`config.mk`:
```
export PLATFORM = sky130hd
export DESIGN_NAME = fetch_queue_flat
export DESIGN_NICKNAME = d
export VERILOG_FILES = /design/src/rtl/cpu_pkg.sv /design/src/rtl/fetch_queue_if.sv /design/src/rtl/sync_fifo.sv /design/src/rtl/fetch_queue.sv /design/src/flat_wrapper.sv
export SDC_FILE = /design/constraint.sdc
export NUM_CORES = 1
export LEC_CHECK = 0
export CORE_UTILIZATION = 45
export CTS_CLUSTER_DIAMETER = 50
export DETAILED_ROUTE_END_ITERATION = 10
export PLACE_DENSITY = 0.77
export REMOVE_ABC_BUFFERS = 1
export SYNTH_ARGS = -nofsm -noshare
export SYNTH_HDL_FRONTEND = slang
export SYNTH_HIERARCHICAL = 1
export SYNTH_SLANG_ARGS = --single-unit
```
`constraint.sdc`:
```
create_clock -name clk -period 8.5 [get_ports clk]
set_input_delay 1.7 -clock clk [delete_from_list [all_inputs] [get_ports clk]]
set_output_delay 1.7 -clock clk [all_outputs]
set_load 0.05 [all_outputs]
```
`src/rtl/cpu_pkg.sv`:
```
// Shared definitions for the MIPS pipeline front end.
//   XLEN       : instruction / PC width in bits
//   NOP_INSTR  : encoding presented to decode when the prefetch queue is empty
//   RESET_PC   : default fetch address after reset
//   fetch_state_t : fetch FSM states (request tracking)
package cpu_pkg;

  localparam int          XLEN      = 32;
  localparam logic [31:0] NOP_INSTR = 32'h0000_0000;
  localparam logic [31:0] RESET_PC  = 32'h0000_0000;

  // IDLE: nothing outstanding
  // WAIT: one request outstanding, its response is kept
  // DROP: one request outstanding, its response is discarded (redirected)
  typedef enum logic [1:0] {
    IDLE = 2'd0,
    WAIT = 2'd1,
    DROP = 2'd2
  } fetch_state_t;

endpackage

```
`src/rtl/fetch_queue_if.sv`:
```
// Bundle of the fetch front end's handshakes: instruction-memory request /
// response, redirect from decode, and the instruction stream to decode.
//   master : the fetch_queue side (drives requests and the decode stream)
//   slave  : the environment side (memory, decode)
interface fetch_queue_if #(
  parameter int XLEN  = cpu_pkg::XLEN,
  parameter int DEPTH = 4
);

  localparam int CW = $clog2(DEPTH + 1);

  logic            imem_req;
  logic [XLEN-3:0] imem_addr;
  logic            imem_valid;
  logic [XLEN-1:0] imem_rdata;
  logic            redirect_valid;
  logic [XLEN-1:0] redirect_pc;
  logic            instr_ready;
  logic            instr_valid;
  logic [XLEN-1:0] instr_out;
  logic [XLEN-1:0] pc_plus4_out;
  logic [CW-1:0]   count;

  modport master (
    output imem_req, imem_addr, instr_valid, instr_out, pc_plus4_out, count,
    input  imem_valid, imem_rdata, redirect_valid, redirect_pc, instr_ready
  );

  modport slave (
    input  imem_req, imem_addr, instr_valid, instr_out, pc_plus4_out, count,
    output imem_valid, imem_rdata, redirect_valid, redirect_pc, instr_ready
  );

endinterface

```
`src/rtl/sync_fifo.sv`:
```
// Synchronous FIFO with flush, used as the prefetch queue.
//   clk, reset : clock, synchronous active-high reset
//   flush      : empties the queue (pointers and count to zero)
//   push/wdata : write one entry (caller guarantees not full)
//   pop        : drop the head entry (caller guarantees not empty)
//   rdata      : head entry, combinational
//   count      : current occupancy
module sync_fifo #(
  parameter int DEPTH = 4,   // power of two
  parameter int WIDTH = 64
) (
  input  logic                         clk,
  input  logic                         reset,
  input  logic                         flush,
  input  logic                         push,
  input  logic                         pop,
  input  logic [WIDTH-1:0]             wdata,
  output logic [WIDTH-1:0]             rdata,
  output logic [$clog2(DEPTH+1)-1:0]   count
);

  localparam int AW = $clog2(DEPTH);
  localparam int CW = $clog2(DEPTH + 1);

  logic [WIDTH-1:0] mem [DEPTH];
  logic [AW-1:0]    wr_ptr;
  logic [AW-1:0]    rd_ptr;

  // NOTE: sequential state uses non-blocking (<=) so every flop samples
  // pre-edge values regardless of statement order.
  always_ff @(posedge clk) begin
    if (reset || flush) begin
      wr_ptr <= '0;
      rd_ptr <= '0;
      count  <= '0;
    end else begin
      // Pointers wrap naturally because DEPTH is a power of two.
      if (push) wr_ptr <= wr_ptr + AW'(1);
      if (pop)  rd_ptr <= rd_ptr + AW'(1);
      case ({push, pop})
        2'b10:   count <= count + CW'(1);
        2'b01:   count <= count - CW'(1);
        default: ;
      endcase
    end
  end

  // NOTE: the storage array is deliberately not reset; count gates its
  // visibility, and leaving it unreset lets it map onto plain RAM/regfile.
  always_ff @(posedge clk) begin
    if (push) mem[wr_ptr] <= wdata;
  end

  assign rdata = mem[rd_ptr];

endmodule

```
`src/rtl/fetch_queue.sv`:
```
// Instruction-fetch front end: owns the fetch PC, issues one word request at a
// time to an instruction memory of arbitrary (>=1 cycle) latency, and buffers
// returned words in a DEPTH-entry prefetch queue so decode can stall without
// stalling memory. A redirect flushes the queue and discards any in-flight
// response.
//   clk, reset : clock, synchronous active-high reset
//   bus        : fetch_queue_if.master (memory, redirect and decode handshakes)
module fetch_queue #(
  parameter int              XLEN     = cpu_pkg::XLEN,
  parameter int              DEPTH    = 4,
  parameter logic [XLEN-1:0] RESET_PC = XLEN'(cpu_pkg::RESET_PC)
) (
  input  logic           clk,
  input  logic           reset,
  fetch_queue_if.master  bus
);

  localparam int CW = $clog2(DEPTH + 1);

  cpu_pkg::fetch_state_t state, state_next;

  logic [XLEN-1:0]   fetch_pc, fetch_pc_next;
  logic [XLEN-1:0]   req_pc;
  logic [CW-1:0]     fill;
  logic [CW:0]       slots_used;
  logic [2*XLEN-1:0] head;
  logic              issue, push, pop;

  // Credit check: queued entries plus the outstanding request (including one
  // whose response lands this cycle). Same-cycle pops are not credited, which
  // keeps the issue path independent of decode's ready.
  assign slots_used = {1'b0, fill} + (CW+1)'(state != cpu_pkg::IDLE);

  assign issue = !reset && !bus.redirect_valid
              && (slots_used < (CW+1)'(DEPTH))
              && (state == cpu_pkg::IDLE
                  || (state == cpu_pkg::WAIT && bus.imem_valid));

  assign push = !reset && !bus.redirect_valid
             && state == cpu_pkg::WAIT && bus.imem_valid;

  assign pop  = bus.instr_valid && bus.instr_ready && !bus.redirect_valid;

  // NOTE: every always_comb output gets a default first, so no path can
  // leave it unassigned and infer a latch.
  always_comb begin
    state_next    = state;
    fetch_pc_next = fetch_pc;
    if (bus.redirect_valid) begin
      fetch_pc_next = {bus.redirect_pc[XLEN-1:2], 2'b00};
      // A request still in flight must have its response swallowed.
      if (state != cpu_pkg::IDLE && !bus.imem_valid) state_next = cpu_pkg::DROP;
      else                                           state_next = cpu_pkg::IDLE;
    end else if (issue) begin
      fetch_pc_next = fetch_pc + XLEN'(4);
      state_next    = cpu_pkg::WAIT;
    end else if (bus.imem_valid && state != cpu_pkg::IDLE) begin
      state_next = cpu_pkg::IDLE;
    end
  end

  always_ff @(posedge clk) begin
    if (reset) begin
      state    <= cpu_pkg::IDLE;
      fetch_pc <= RESET_PC;
      req_pc   <= '0;
    end else begin
      state    <= state_next;
      fetch_pc <= fetch_pc_next;
      if (issue) req_pc <= fetch_pc;
    end
  end

  sync_fifo #(
    .DEPTH (DEPTH),
    .WIDTH (2*XLEN)
  ) u_fifo (
    .clk   (clk),
    .reset (reset),
    .flush (bus.redirect_valid),
    .push  (push),
    .pop   (pop),
    .wdata ({bus.imem_rdata, req_pc + XLEN'(4)}),
    .rdata (head),
    .count (fill)
  );

  assign bus.imem_req     = issue;
  assign bus.imem_addr    = fetch_pc[XLEN-1:2];
  assign bus.count        = fill;
  // Reset masks the head immediately, even if the queue still held entries.
  assign bus.instr_valid  = !reset && (fill != '0);
  assign bus.instr_out    = bus.instr_valid ? head[2*XLEN-1:XLEN]
                                            : XLEN'(cpu_pkg::NOP_INSTR);
  assign bus.pc_plus4_out = bus.instr_valid ? head[XLEN-1:0] : '0;

endmodule

```
`src/flat_wrapper.sv`:
```
// flat-port wrapper written by rule: the top's interface ports become plain ports
module fetch_queue_flat 
#(
  parameter int              XLEN     = cpu_pkg::XLEN,
  parameter int              DEPTH    = 4,
  parameter logic [XLEN-1:0] RESET_PC = XLEN'(cpu_pkg::RESET_PC)
)
  (clk, reset, bus_imem_req, bus_imem_addr, bus_instr_valid, bus_instr_out, bus_pc_plus4_out, bus_count, bus_imem_valid, bus_imem_rdata, bus_redirect_valid, bus_redirect_pc, bus_instr_ready);
  fetch_queue_if #(.XLEN(XLEN), .DEPTH(DEPTH)) bus_i ();
  input  logic clk;
  input  logic reset;
  output wire logic [$bits(bus_i.imem_req)-1:0] bus_imem_req;
  output wire logic [$bits(bus_i.imem_addr)-1:0] bus_imem_addr;
  output wire logic [$bits(bus_i.instr_valid)-1:0] bus_instr_valid;
  output wire logic [$bits(bus_i.instr_out)-1:0] bus_instr_out;
  output wire logic [$bits(bus_i.pc_plus4_out)-1:0] bus_pc_plus4_out;
  output wire logic [$bits(bus_i.count)-1:0] bus_count;
  input wire logic [$bits(bus_i.imem_valid)-1:0] bus_imem_valid;
  input wire logic [$bits(bus_i.imem_rdata)-1:0] bus_imem_rdata;
  input wire logic [$bits(bus_i.redirect_valid)-1:0] bus_redirect_valid;
  input wire logic [$bits(bus_i.redirect_pc)-1:0] bus_redirect_pc;
  input wire logic [$bits(bus_i.instr_ready)-1:0] bus_instr_ready;
  assign bus_imem_req = bus_i.imem_req;
  assign bus_imem_addr = bus_i.imem_addr;
  assign bus_instr_valid = bus_i.instr_valid;
  assign bus_instr_out = bus_i.instr_out;
  assign bus_pc_plus4_out = bus_i.pc_plus4_out;
  assign bus_count = bus_i.count;
  assign bus_i.imem_valid = bus_imem_valid;
  assign bus_i.imem_rdata = bus_imem_rdata;
  assign bus_i.redirect_valid = bus_redirect_valid;
  assign bus_i.redirect_pc = bus_redirect_pc;
  assign bus_i.instr_ready = bus_instr_ready;
  fetch_queue #(.XLEN(XLEN), .DEPTH(DEPTH), .RESET_PC(RESET_PC)) u_core (.clk(clk), .reset(reset), .bus(bus_i));
endmodule
```
==> flow_summary.json <==
{
  "cts.clk_slew.worst_paths_ns": 0.06,
  "layout.nets": 1127,
  "grt_usage_pct": 16.8,
  "ys_ff_latch": 327,
  "drt-pass1-iter-count": 5,
  "fmax_ghz": 0.151,
  "area_growth_pct": 22.4,
  "ys.warnings.count": 6,
  "setup.worst_path.start_class": "input port",
  "finalMaxSlewViolations": 0,
  "netlist_area_mm2": 0.0135,
  "skew_ns": 0.0246,
  "ctsLongestPathBuffers": 3,
  "avgSynthCellArea_um2": 15.3,
  "numPortBuffers": 165,
  "synth-async-reset-ratio_pct": 0,
  "drc": 0,
  "cts_setup_buffers": 0,
  "clkLatencyLatePin_ns": 0.52,
  "routed_wl_um": 25600,
  "start_util_pct": 45.7,
  "cellPowerDensity_mw_per_mm2": 203,
  "dieHeight_um": 176,
  "dp.final_hpwl_um": 15300,
  "hp-class": "reg2reg",
  "crit_type": "in2out",
  "fin_area_mm2": 0.0166,
  "p_comb_share_pct": 4.6,
  "pwr-share-seq_pct": 52.2,
  "required_ns": 6.80,
  "fin_crit_ns": 6.63,
  "first_iter_violations": 504,
  "ant_nets": 0,
  "die_area_mm2": 0.0308,
  "die_x_um": 176,
  "grt_start_max_net_pins": 66,
  "grt_pass1_vias": 7635,
  "grt_antenna_before_repair": 0,
  "cts_tree": "done",
  "globalplace.congestion": 0.804,
  "clkPwrFrac_pct": 43.2,
  "ys_types": 49,
  "grt_overflow_total": 0,
  "finalSetupTns_ns": 0,
  "ir_drop_mv": 0.123,
  "ctsHtreeMaxLevel": 2,
  "ys_seq_area_share_pct": 67.2,
  "diodes": 0,
  "hold_viol": 0,
  "syn-instance-count": 883,
  "end_kind": "primary output",
  "numCtsBuffers": 37,
  "drive_gt1_share_pct": 12.7,
  "ys.flop_type": "edfxtp_1",
  "p_int_mw": 2.64,
  "dpl-instance-area_mm2": 0.0155,
  "tightest_slew_ns": 1.36,
  "ioPinCount": 168,
  "clock_sinks": 327,
  "ff2ff_setup_slack_ns": 5.68,
  "drv_cap": 0,
  "core_area_mm2": 0.0296,
  "power.leakage_nw": 5.45,
  "maxSlewHeadroom_pct": 8.49,
  "vias": 7741,
  "arrival_ns": 4.93,
  "hold_buffers": 0,
  "status": "complete, no violations",
  "post_cts_resized": 0,
  "cp_max_fo": 37,
  "p_switching_mw": 0.722,
  "synth_edf_count": 256,
  "clock-root-buffer": "clkbuf_16",
  "fin_crit_sh_pct": 78.0,
  "rows": 63,
  "switching_share_pct": 21.5,
  "via_per_inst": 5.28,
  "setup_viol": 0,
  "rsz0062_at_grt": "no",
  "avgRoutedWirePerCell_um": 17.5,
  "grt_pass1_wl_um": 40400
}
==> final cells by class <==
class	count	area, um^2
fill	2369	13100
sequential	327	9120
inverter	12	46.3
multi-input combinational	503	4120
tap	390	488
timing repair buffer	169	1680
clock inverter	21	189
clock buffer	43	948
==> registers in the layout, indices dropped and copies added, names as in the netlist, named ones only <==
signal / flops
u_core/u_fifo/mem: 256
u_core/fetch_pc: 30
u_core/req_pc: 30
u_core/u_fifo/count: 3
u_core/state: 2
u_core/u_fifo/rd_ptr: 2
u_core/u_fifo/wr_ptr: 2
==> per-stage QoR <==
stage / hold WS [ns] / cells / worst slack, ns / util (%) / total power, mW
finish: 0.477 / 1465 / 1.87 / 56.0 / 3.36
detailed placement: 0.470 / 1401 / 1.88 / 52.1 / 1.94
CTS: 0.478 / 1465 / 1.89 / 56.0 / 3.40
floorplan: 0.442 / 842 / 2.62 / - / 1.86
global placement: 0.464 / 1401 / 1.91 / 52.1 / 1.94
global route: 0.503 / 1465 / 1.68 / 56.0 / 3.48
==> metal layers <==
layer  wire (um)  vias up  track usage (%)  share of wire [%]
met5           0        -                0                  0
met4         443        0             4.89                1.7
met3        1590       37             3.07                6.2
met2       12100      266             26.9                 47
met1       11500     3780             23.5                 45
li1            -     3658                -                  -
==> kinds of logic (layout without fill, tap and decap cells) <==
kind of cell	Yosys count	in the layout	synth area share, %
DFF	327	327	67.2
and+or+nand+nor	283	283	11.0
AOI/OAI and AO/OA	78	78	3.44
muxes	70	70	11.3
buffers and inverters	60	245	2.65
xor gates and xnor gates	56	56	3.62
adders and majority gates	8	8	0.794
other	1	8	0.0277
==> power by group through the flow <==
stage	clock, mW	sequential [mW]	combinational (mW)
4_1_cts	1.49	1.76	0.155
2_1_floorplan	0	1.82	0.0461
5_1_grt	1.56	1.76	0.165
6_report	1.45	1.76	0.154
3_3_place_gp	0	1.79	0.151
3_5_place_dp	0	1.79	0.154
==> placed cells by master (no fill, tap or decap), types with 8 or more instances in the layout <==
cell             Yosys  final
nand3_1             23     23
clkbuf_16            0     37
clkdlybuf4s50_1      0    164
xnor2_1             32     32
edfxtp_1           256    256
a21oi_1             47     47
and2_1              74     70
dfxtp_1             71     69
nand4_1             24     24
xor2_1              24     24
nor2_1              33     32
inv_1               10     10
a211oi_1            16     16
conb_1               1      8
nand2_1             89     89
mux4_2              60     60
and3_1              11     11
==> worst max-delay path, cell delays in order <==
cell and delay [ns]:
clkdlybuf4s50_1 0.53, a21bo_2 0.27, a21oi_4 0.68, nand2b_4 0.39, clkinv_2 0.44, clkdlybuf4s50_1 0.90
==> cells in the mapped netlist (2+ instances only) <==
master | n | area (um^2)
o21ai_0 | 3 | 15.0
nand4_1 | 24 | 150
nor3_1 | 6 | 30.0
buf_6 | 2 | 22.5
inv_1 | 10 | 37.5
clkbuf_1 | 24 | 90.1
nand2_1 | 89 | 334
buf_12 | 6 | 120
ha_1 | 7 | 87.6
or2_1 | 2 | 12.5
mux4_1 | 4 | 105
and2_1 | 74 | 463
xnor2_1 | 32 | 280
dfxtp_1 | 71 | 1420
a21oi_1 | 47 | 235
mux4_2 | 60 | 1350
edfxtp_1 | 256 | 7690
o22ai_1 | 6 | 37.5
nor3b_1 | 7 | 52.6
nor2_1 | 33 | 124
mux2i_1 | 2 | 20.0
xor2_1 | 24 | 210
nand3_1 | 23 | 115
mux2_2 | 3 | 33.8
and3_1 | 11 | 68.8
a211oi_1 | 16 | 120
and4_1 | 5 | 43.8
buf_2 | 15 | 75.1
==> path summary, 6_finish.rpt <==
kind,cells after the start,start,endpoint
max,6,bus_imem_valid,bus_imem_req
min,2,u_core/req_pc[31],u_core/req_pc[31]
max reg2reg,7,u_core/u_fifo/count[0],u_core/fetch_pc[9]
min reg2reg,2,u_core/req_pc[31],u_core/req_pc[31]
Power figures use the tool's default switching activity.
